`src/rtl/mem_access_unit.sv`:
```
// mem_access_unit: byte/half/word load-store unit towards a 32-bit word-addressed data memory.
// Define MEM_TIMEOUT_EN to abort an access with err when dm_ack does not arrive in time.
module mem_access_unit #(
  parameter int DataSize      = 32,
  parameter int AddrSize      = 32,
  parameter int TimeoutCycles = 255
) (
  input  logic                clk,
  input  logic                rst,
  input  logic                req_valid,
  output logic                req_ready,
  input  logic                req_write,
  input  logic [1:0]          req_size,
  input  logic                req_signed,
  input  logic [AddrSize-1:0] req_addr,
  input  logic [DataSize-1:0] req_wdata,
  output logic                done,
  output logic                err,
  output logic [DataSize-1:0] mem_read_data,
  output logic                dm_enable,
  output logic                dm_write,
  output logic [AddrSize-1:0] dm_addr,
  output logic [DataSize-1:0] dm_wdata,
  output logic [3:0]          dm_wstrb,
  input  logic [DataSize-1:0] dm_rdata,
  input  logic                dm_ack
);

  typedef enum logic [1:0] {ST_IDLE = 2'd0, ST_ACCESS = 2'd1, ST_DONE = 2'd2} state_e;

  function automatic logic is_aligned(input logic [1:0] size, input logic [1:0] off);
    case (size)
      2'b00:   is_aligned = 1'b1;
      2'b01:   is_aligned = ~off[0];
      2'b10:   is_aligned = (off == 2'b00);
      default: is_aligned = 1'b0;
    endcase
  endfunction

  function automatic logic [3:0] store_strb(input logic [1:0] size, input logic [1:0] off);
    case (size)
      2'b00:   store_strb = 4'b0001 << off;
      2'b01:   store_strb = off[1] ? 4'b1100 : 4'b0011;
      2'b10:   store_strb = 4'b1111;
      default: store_strb = 4'b0000;
    endcase
  endfunction

  function automatic logic [DataSize-1:0] store_data(input logic [1:0] size, input logic [DataSize-1:0] wd);
    case (size)
      2'b00:   store_data = {4{wd[7:0]}};
      2'b01:   store_data = {2{wd[15:0]}};
      default: store_data = wd;
    endcase
  endfunction

  function automatic logic [DataSize-1:0] load_extract(input logic [1:0] size, input logic sgn,
                                                       input logic [1:0] off, input logic [DataSize-1:0] rd);
    logic [DataSize-1:0] sh;
    sh = rd >> {off, 3'b000};
    case (size)
      2'b00:   load_extract = {{(DataSize-8){sgn & sh[7]}}, sh[7:0]};
      2'b01:   load_extract = {{(DataSize-16){sgn & sh[15]}}, sh[15:0]};
      default: load_extract = rd;
    endcase
  endfunction

  state_e                state_q, state_d;
  logic                  err_q, err_d;
  logic                  write_q, write_d;
  logic                  sgn_q, sgn_d;
  logic [1:0]            size_q, size_d;
  logic [1:0]            off_q, off_d;
  logic [3:0]            strb_q, strb_d;
  logic [AddrSize-1:0]   addr_q, addr_d;
  logic [DataSize-1:0]   wdata_q, wdata_d;
  logic [DataSize-1:0]   rdata_q, rdata_d;
  logic                  accept_s, req_ok_s, timeout_s;

  assign accept_s = (state_q == ST_IDLE) && req_valid;
  assign req_ok_s = is_aligned(req_size, req_addr[1:0]);

`ifdef MEM_TIMEOUT_EN
  localparam logic [7:0] CntLast = 8'(TimeoutCycles - 1);
  logic [7:0] cnt_q, cnt_d;

  // Wait counter: zero outside ACCESS, counts ACCESS cycles
  always_comb begin
    if (state_q == ST_ACCESS) cnt_d = cnt_q + 8'd1;
    else                      cnt_d = 8'd0;
  end

  // Wait counter register
  always_ff @(posedge clk) begin
    if (!rst) cnt_q <= 8'd0;
    else      cnt_q <= cnt_d;
  end

  assign timeout_s = (state_q == ST_ACCESS) && !dm_ack && (cnt_q == CntLast);
`else
  assign timeout_s = 1'b0;
`endif

  // State register
  always_ff @(posedge clk) begin
    if (!rst) state_q <= ST_IDLE;
    else      state_q <= state_d;
  end

  // Next-state logic; illegal requests skip ACCESS so the memory never sees them
  always_comb begin
    state_d = state_q;
    case (state_q)
      ST_IDLE: begin
        if (req_valid) state_d = req_ok_s ? ST_ACCESS : ST_DONE;
        else           state_d = ST_IDLE;
      end
      ST_ACCESS: begin
        if (dm_ack || timeout_s) state_d = ST_DONE;
        else                     state_d = ST_ACCESS;
      end
      ST_DONE: state_d = ST_IDLE;
      default: state_d = ST_IDLE;
    endcase
  end

  // Handshake outputs decoded from the state register
  always_comb begin
    req_ready = 1'b0;
    done      = 1'b0;
    dm_enable = 1'b0;
    case (state_q)
      ST_IDLE:   req_ready = 1'b1;
      ST_ACCESS: dm_enable = 1'b1;
      ST_DONE:   done      = 1'b1;
      default:   req_ready = 1'b0;
    endcase
    err = done & err_q;
  end

  // Request capture on a legal accept; fields stay frozen through ACCESS and DONE
  always_comb begin
    if (accept_s && req_ok_s) begin
      addr_d  = {req_addr[AddrSize-1:2], 2'b00};
      write_d = req_write;
      size_d  = req_size;
      sgn_d   = req_signed;
      off_d   = req_addr[1:0];
      wdata_d = req_write ? store_data(req_size, req_wdata) : {DataSize{1'b0}};
      strb_d  = req_write ? store_strb(req_size, req_addr[1:0]) : 4'b0000;
    end else begin
      addr_d  = addr_q;
      write_d = write_q;
      size_d  = size_q;
      sgn_d   = sgn_q;
      off_d   = off_q;
      wdata_d = wdata_q;
      strb_d  = strb_q;
    end
  end

  // Completion status and load result; only a completed load touches the result
  always_comb begin
    err_d   = err_q;
    rdata_d = rdata_q;
    if (accept_s) begin
      err_d = ~req_ok_s;
    end else if ((state_q == ST_ACCESS) && dm_ack) begin
      err_d = 1'b0;
      if (!write_q) rdata_d = load_extract(size_q, sgn_q, off_q, dm_rdata);
      else          rdata_d = rdata_q;
    end else if (timeout_s) begin
      err_d = 1'b1;
    end else begin
      err_d = err_q;
    end
  end

  // Datapath registers
  always_ff @(posedge clk) begin
    if (!rst) begin
      err_q   <= 1'b0;
      write_q <= 1'b0;
      size_q  <= 2'b00;
      sgn_q   <= 1'b0;
      off_q   <= 2'b00;
      strb_q  <= 4'b0000;
      addr_q  <= {AddrSize{1'b0}};
      wdata_q <= {DataSize{1'b0}};
      rdata_q <= {DataSize{1'b0}};
    end else begin
      err_q   <= err_d;
      write_q <= write_d;
      size_q  <= size_d;
      sgn_q   <= sgn_d;
      off_q   <= off_d;
      strb_q  <= strb_d;
      addr_q  <= addr_d;
      wdata_q <= wdata_d;
      rdata_q <= rdata_d;
    end
  end

  assign dm_addr       = addr_q;
  assign dm_write      = write_q;
  assign dm_wdata      = wdata_q;
  assign dm_wstrb      = strb_q;
  assign mem_read_data = rdata_q;

endmodule

```
`config.mk`:
```
export PLATFORM = sky130hd
export DESIGN_NAME = mem_access_unit
export DESIGN_NICKNAME = d
export VERILOG_FILES = /design/src/rtl/mem_access_unit.sv
export SDC_FILE = /design/constraint.sdc
export NUM_CORES = 1
export LEC_CHECK = 0
export CORE_ASPECT_RATIO = 0.8
export CORE_UTILIZATION = 25
export DETAILED_ROUTE_END_ITERATION = 16
export GPL_TIMING_DRIVEN = 0
export PLACE_DENSITY_LB_ADDON = 0.3
export SLEW_MARGIN = 40
export SYNTH_ARGS = -nofsm -noshare
export SYNTH_HDL_FRONTEND = slang
export SYNTH_SLANG_ARGS = --single-unit
export TNS_END_PERCENT = 10
```
`constraint.sdc`:
```
create_clock -name clk -period 3.2 [get_ports clk]
set_input_delay 0.32 -clock clk [delete_from_list [all_inputs] [get_ports clk]]
set_output_delay 0.32 -clock clk [all_outputs]
set_load 0.1 [all_outputs]
```
==> results.toml <==
[die]
floorplan.core_area_sq_um = 19000
dieArea_sq_um = 20000
pin_count = 209
floorplan.initialDensity_pct = 25.6
fp.dieW_microns = 158
die_height_microns = 127
num_rows = 45

[cts]
postCtsSetupBuffers = 0
cts_hold_buffers = 0
tritoncts_clock_tree = "done"
post_cts_resize_count = 0
root_buffer = "sky130_fd_sc_hd__clkbuf_16"
cts_buffer_depth = 2
cts_buffers = 9
ctsHtreeMaxLevel = 3
worstSkewPairLatency_ns = 0.36
cts_num_sinks = 107
cts.clk_slew.worst_paths_ns = 0.08

[yosys]
synth_async_sr_flop_share_pct = 0
syn-mean-instance-area_sq_um = 8.64
synth_cell_types = 36
synth_ff_type = "sky130_fd_sc_hd__dfxtp_1"
yosysSeqAreaShare_pct = 44.0
synth.ff_latch_count = 107
synth_enable_flop_cells = 0
synth_warnings = 0
synthesized_area_sq_um = 4870
postSynthCellCount = 563

[grt]
via_count_of_the_first_global_routing_pass = 4614
grt.busiest_layer = "met1"
grt_use_met3_pct = 5.40
largest_net_degree_at_the_start_of_global_routing = 19
antenna_found_initial = 0
grt_use_met2_pct = 24.7
overflow = 0
grt_util_all_layers_pct = 17.2
grt_pass1_wl_mm = 26.3
global_route.usage.met1_pct = 24.9

[final_layout]
finalNetCount = 883
drive_gt1_share_pct = 20.0
area.growth.synth_to_final_pct = 44.2
layout.filler_cells = 2031
layout_common_cells = "117 x sky130_fd_sc_hd__buf_2, 107 x sky130_fd_sc_hd__dfxtp_1, 101 x sky130_fd_sc_hd__clkdlybuf4s50_1"
mostFrequentLayoutCell = "sky130_fd_sc_hd__buf_2"
diodes = 0
finish.utilization_pct = 36.9

[worst_setup_path]
worstSetupStartpointType = "input port"
crit_chain = "clkdlybuf4s50_1, a21oi_2, o211ai_4, buf_2, buf_2, nand3_1, o21ai_0"
crit_path_end_kind = "register"
path_max_fanout = 10
worstSetupPathType = "in -> reg"
critical_path.top_delay_family = "buffers and inverters"
critPathBufInv = 3
critPathMostFrequentCell = "sky130_fd_sc_hd__buf_2"
cpPeakStageDelay_ns = 0.68
critPathArrivalTime_ns = 2.24
worst-endpoint-required_ns = 3.47
critPathSlowestCell = "sky130_fd_sc_hd__clkdlybuf4s50_1"

[detailed_routing]
detail-route-antenna-nets = 0
first_drt_pass_iteration_count = 5
vias = 4858
routed_wire_length_mm = 17.1
wire_per_inst_microns = 16.4
detail_route.drc_violations = 0
drtIter0Drc = 311
vias_per_cell = 4.66

[power_and_ir_drop]
cell_internal_pwr_uw = 2230
sw_frac_of_total_pct = 36.0
share_seq_of_total_power_pct = 40.7
power.clock.fraction_pct = 32.3
power_uw = 3490
power_per_cell_area_nw_per_um2 = 498
leakage_uw = 0.00288
peakVddDrop_mv = 0.279
net-switching-power_uw = 1260
share_comb_of_total_power_pct = 27.0

[sta]
unrepaired_setup_endpoints_after_global_routing = "no"
max-slew-margin-rel_pct = 56.6
fin_setup_tns_ns = 0
fin_crit_ns = 1.97
finalHoldViolations = 0
worst_pin_slew_ns = 0.651
fin_skew_ns = 0.00856
maxSlewViolCount = 0
achievable-frequency_mhz = 507
finalCritPeriodShare_pct = 61.7
final-setup-viol-count = 0

[placement]
hpwl_mm = 13.1
globalplace.congestion = 0.844
port_buffers = 204

[min_path]
worst_hold_path_type = "in -> reg"

[outcome]
run_status = "finished clean"

[run]
drv_cap = 0
## registers in the layout, summed over array words and instances (netlist names)
name,count
dm_wdata,32
mem_read_data,32
dm_addr,30
dm_wstrb,4
off_q,2
size_q,2
state_q,2
dm_write,1
err_q,1
sgn_q,1
## metrics by stage
stage	hold WS, ns	cells	setup WS (ns)	cell area, sq um
after floorplan	0.445	564	0.260	4870
after global placement	0.445	1026	0.824	7230
after detailed placement	0.442	1026	0.801	6720
after CTS	0.350	1042	1.18	7010
after global routing	0.376	1042	0.932	7010
final	0.357	1042	1.23	7010
## per-layer routing
metal,up-vias,share of wire (%)
met3,10,7.5
met4,0,0.78
met2,146,42
met5,-,0
li1,2450,-
met1,2252,50
## power groups by stage
stage          registers (uW)  clock network [uW]  logic, uW
3_5_place_dp             1450                   0        945
3_3_place_gp             1460                   0        995
5_1_grt                  1430                1210        999
2_1_floorplan            1830                   0        282
6_report                 1420                1130        943
4_1_cts                  1420                1170        947
## tightest hold or removal path: stages
cell and delay, ns:
sky130_fd_sc_hd__buf_1 0.17, sky130_fd_sc_hd__nand3_1 0.11, sky130_fd_sc_hd__o21ai_0 0.07
## kinds of logic (layout without fill, tap and decap cells)
logic type	count (synthesis)	in the layout	synth area share (%)
other cells	1	2	0.0771
buf+inv	58	278	5.61
mux	42	42	8.64
simple gates	178	178	16.9
flops	107	107	44.0
compound gates	177	177	24.7
## area by class of cell
type	instances	area [sq um]	area share, %
Inverter	3	11.3	0.161
Tap cell	258	323	4.60
Buffer	55	262	3.73
Clock buffer	11	253	3.60
Clock inverter	5	42.5	0.606
Timing Repair Buffer	204	1530	21.8
Sequential cell	107	2140	30.5
Multi-Input combinational cell	399	2450	35.0
## synthesized netlist by cell type, types with 2 or more instances
library cell / n / area (sq um)
sky130_fd_sc_hd__nor2b_1: 3 / 18.8
sky130_fd_sc_hd__and2b_1: 2 / 15.0
sky130_fd_sc_hd__nand2b_1: 8 / 50.1
sky130_fd_sc_hd__buf_1: 3 / 11.3
sky130_fd_sc_hd__buf_2: 14 / 70.1
sky130_fd_sc_hd__mux2i_1: 42 / 420
sky130_fd_sc_hd__clkbuf_1: 31 / 116
sky130_fd_sc_hd__inv_1: 3 / 11.3
sky130_fd_sc_hd__o21ai_0: 71 / 355
sky130_fd_sc_hd__buf_4: 4 / 30.0
sky130_fd_sc_hd__o32ai_1: 7 / 61.3
sky130_fd_sc_hd__and2_1: 11 / 68.8
sky130_fd_sc_hd__buf_6: 3 / 33.8
sky130_fd_sc_hd__nand3_1: 53 / 265
sky130_fd_sc_hd__a2bb2oi_1: 7 / 61.3
sky130_fd_sc_hd__o2bb2ai_1: 26 / 228
sky130_fd_sc_hd__dfxtp_1: 107 / 2140
sky130_fd_sc_hd__nor2_1: 34 / 128
sky130_fd_sc_hd__a21oi_1: 25 / 125
sky130_fd_sc_hd__a31oi_1: 16 / 100
sky130_fd_sc_hd__o2bb2ai_2: 9 / 135
sky130_fd_sc_hd__o22ai_1: 8 / 50.1
sky130_fd_sc_hd__nand2_1: 63 / 236
## worst paths after layout
path	startpoint	endpoint	slack, ns	cells past startpoint
max	req_addr[0]	dm_addr[21]$_SDFFE_PN0P_	1.23	7
min	req_write	dm_wdata[2]$_SDFFE_PN0P_	0.36	3
max reg2reg	size_q[1]$_SDFFE_PN0P_	mem_read_data[23]$_SDFFE_PN0P_	1.33	5
min reg2reg	dm_wdata[10]$_SDFFE_PN0P_	dm_wdata[10]$_SDFFE_PN0P_	0.46	1
Power figures use the tool's default switching activity.
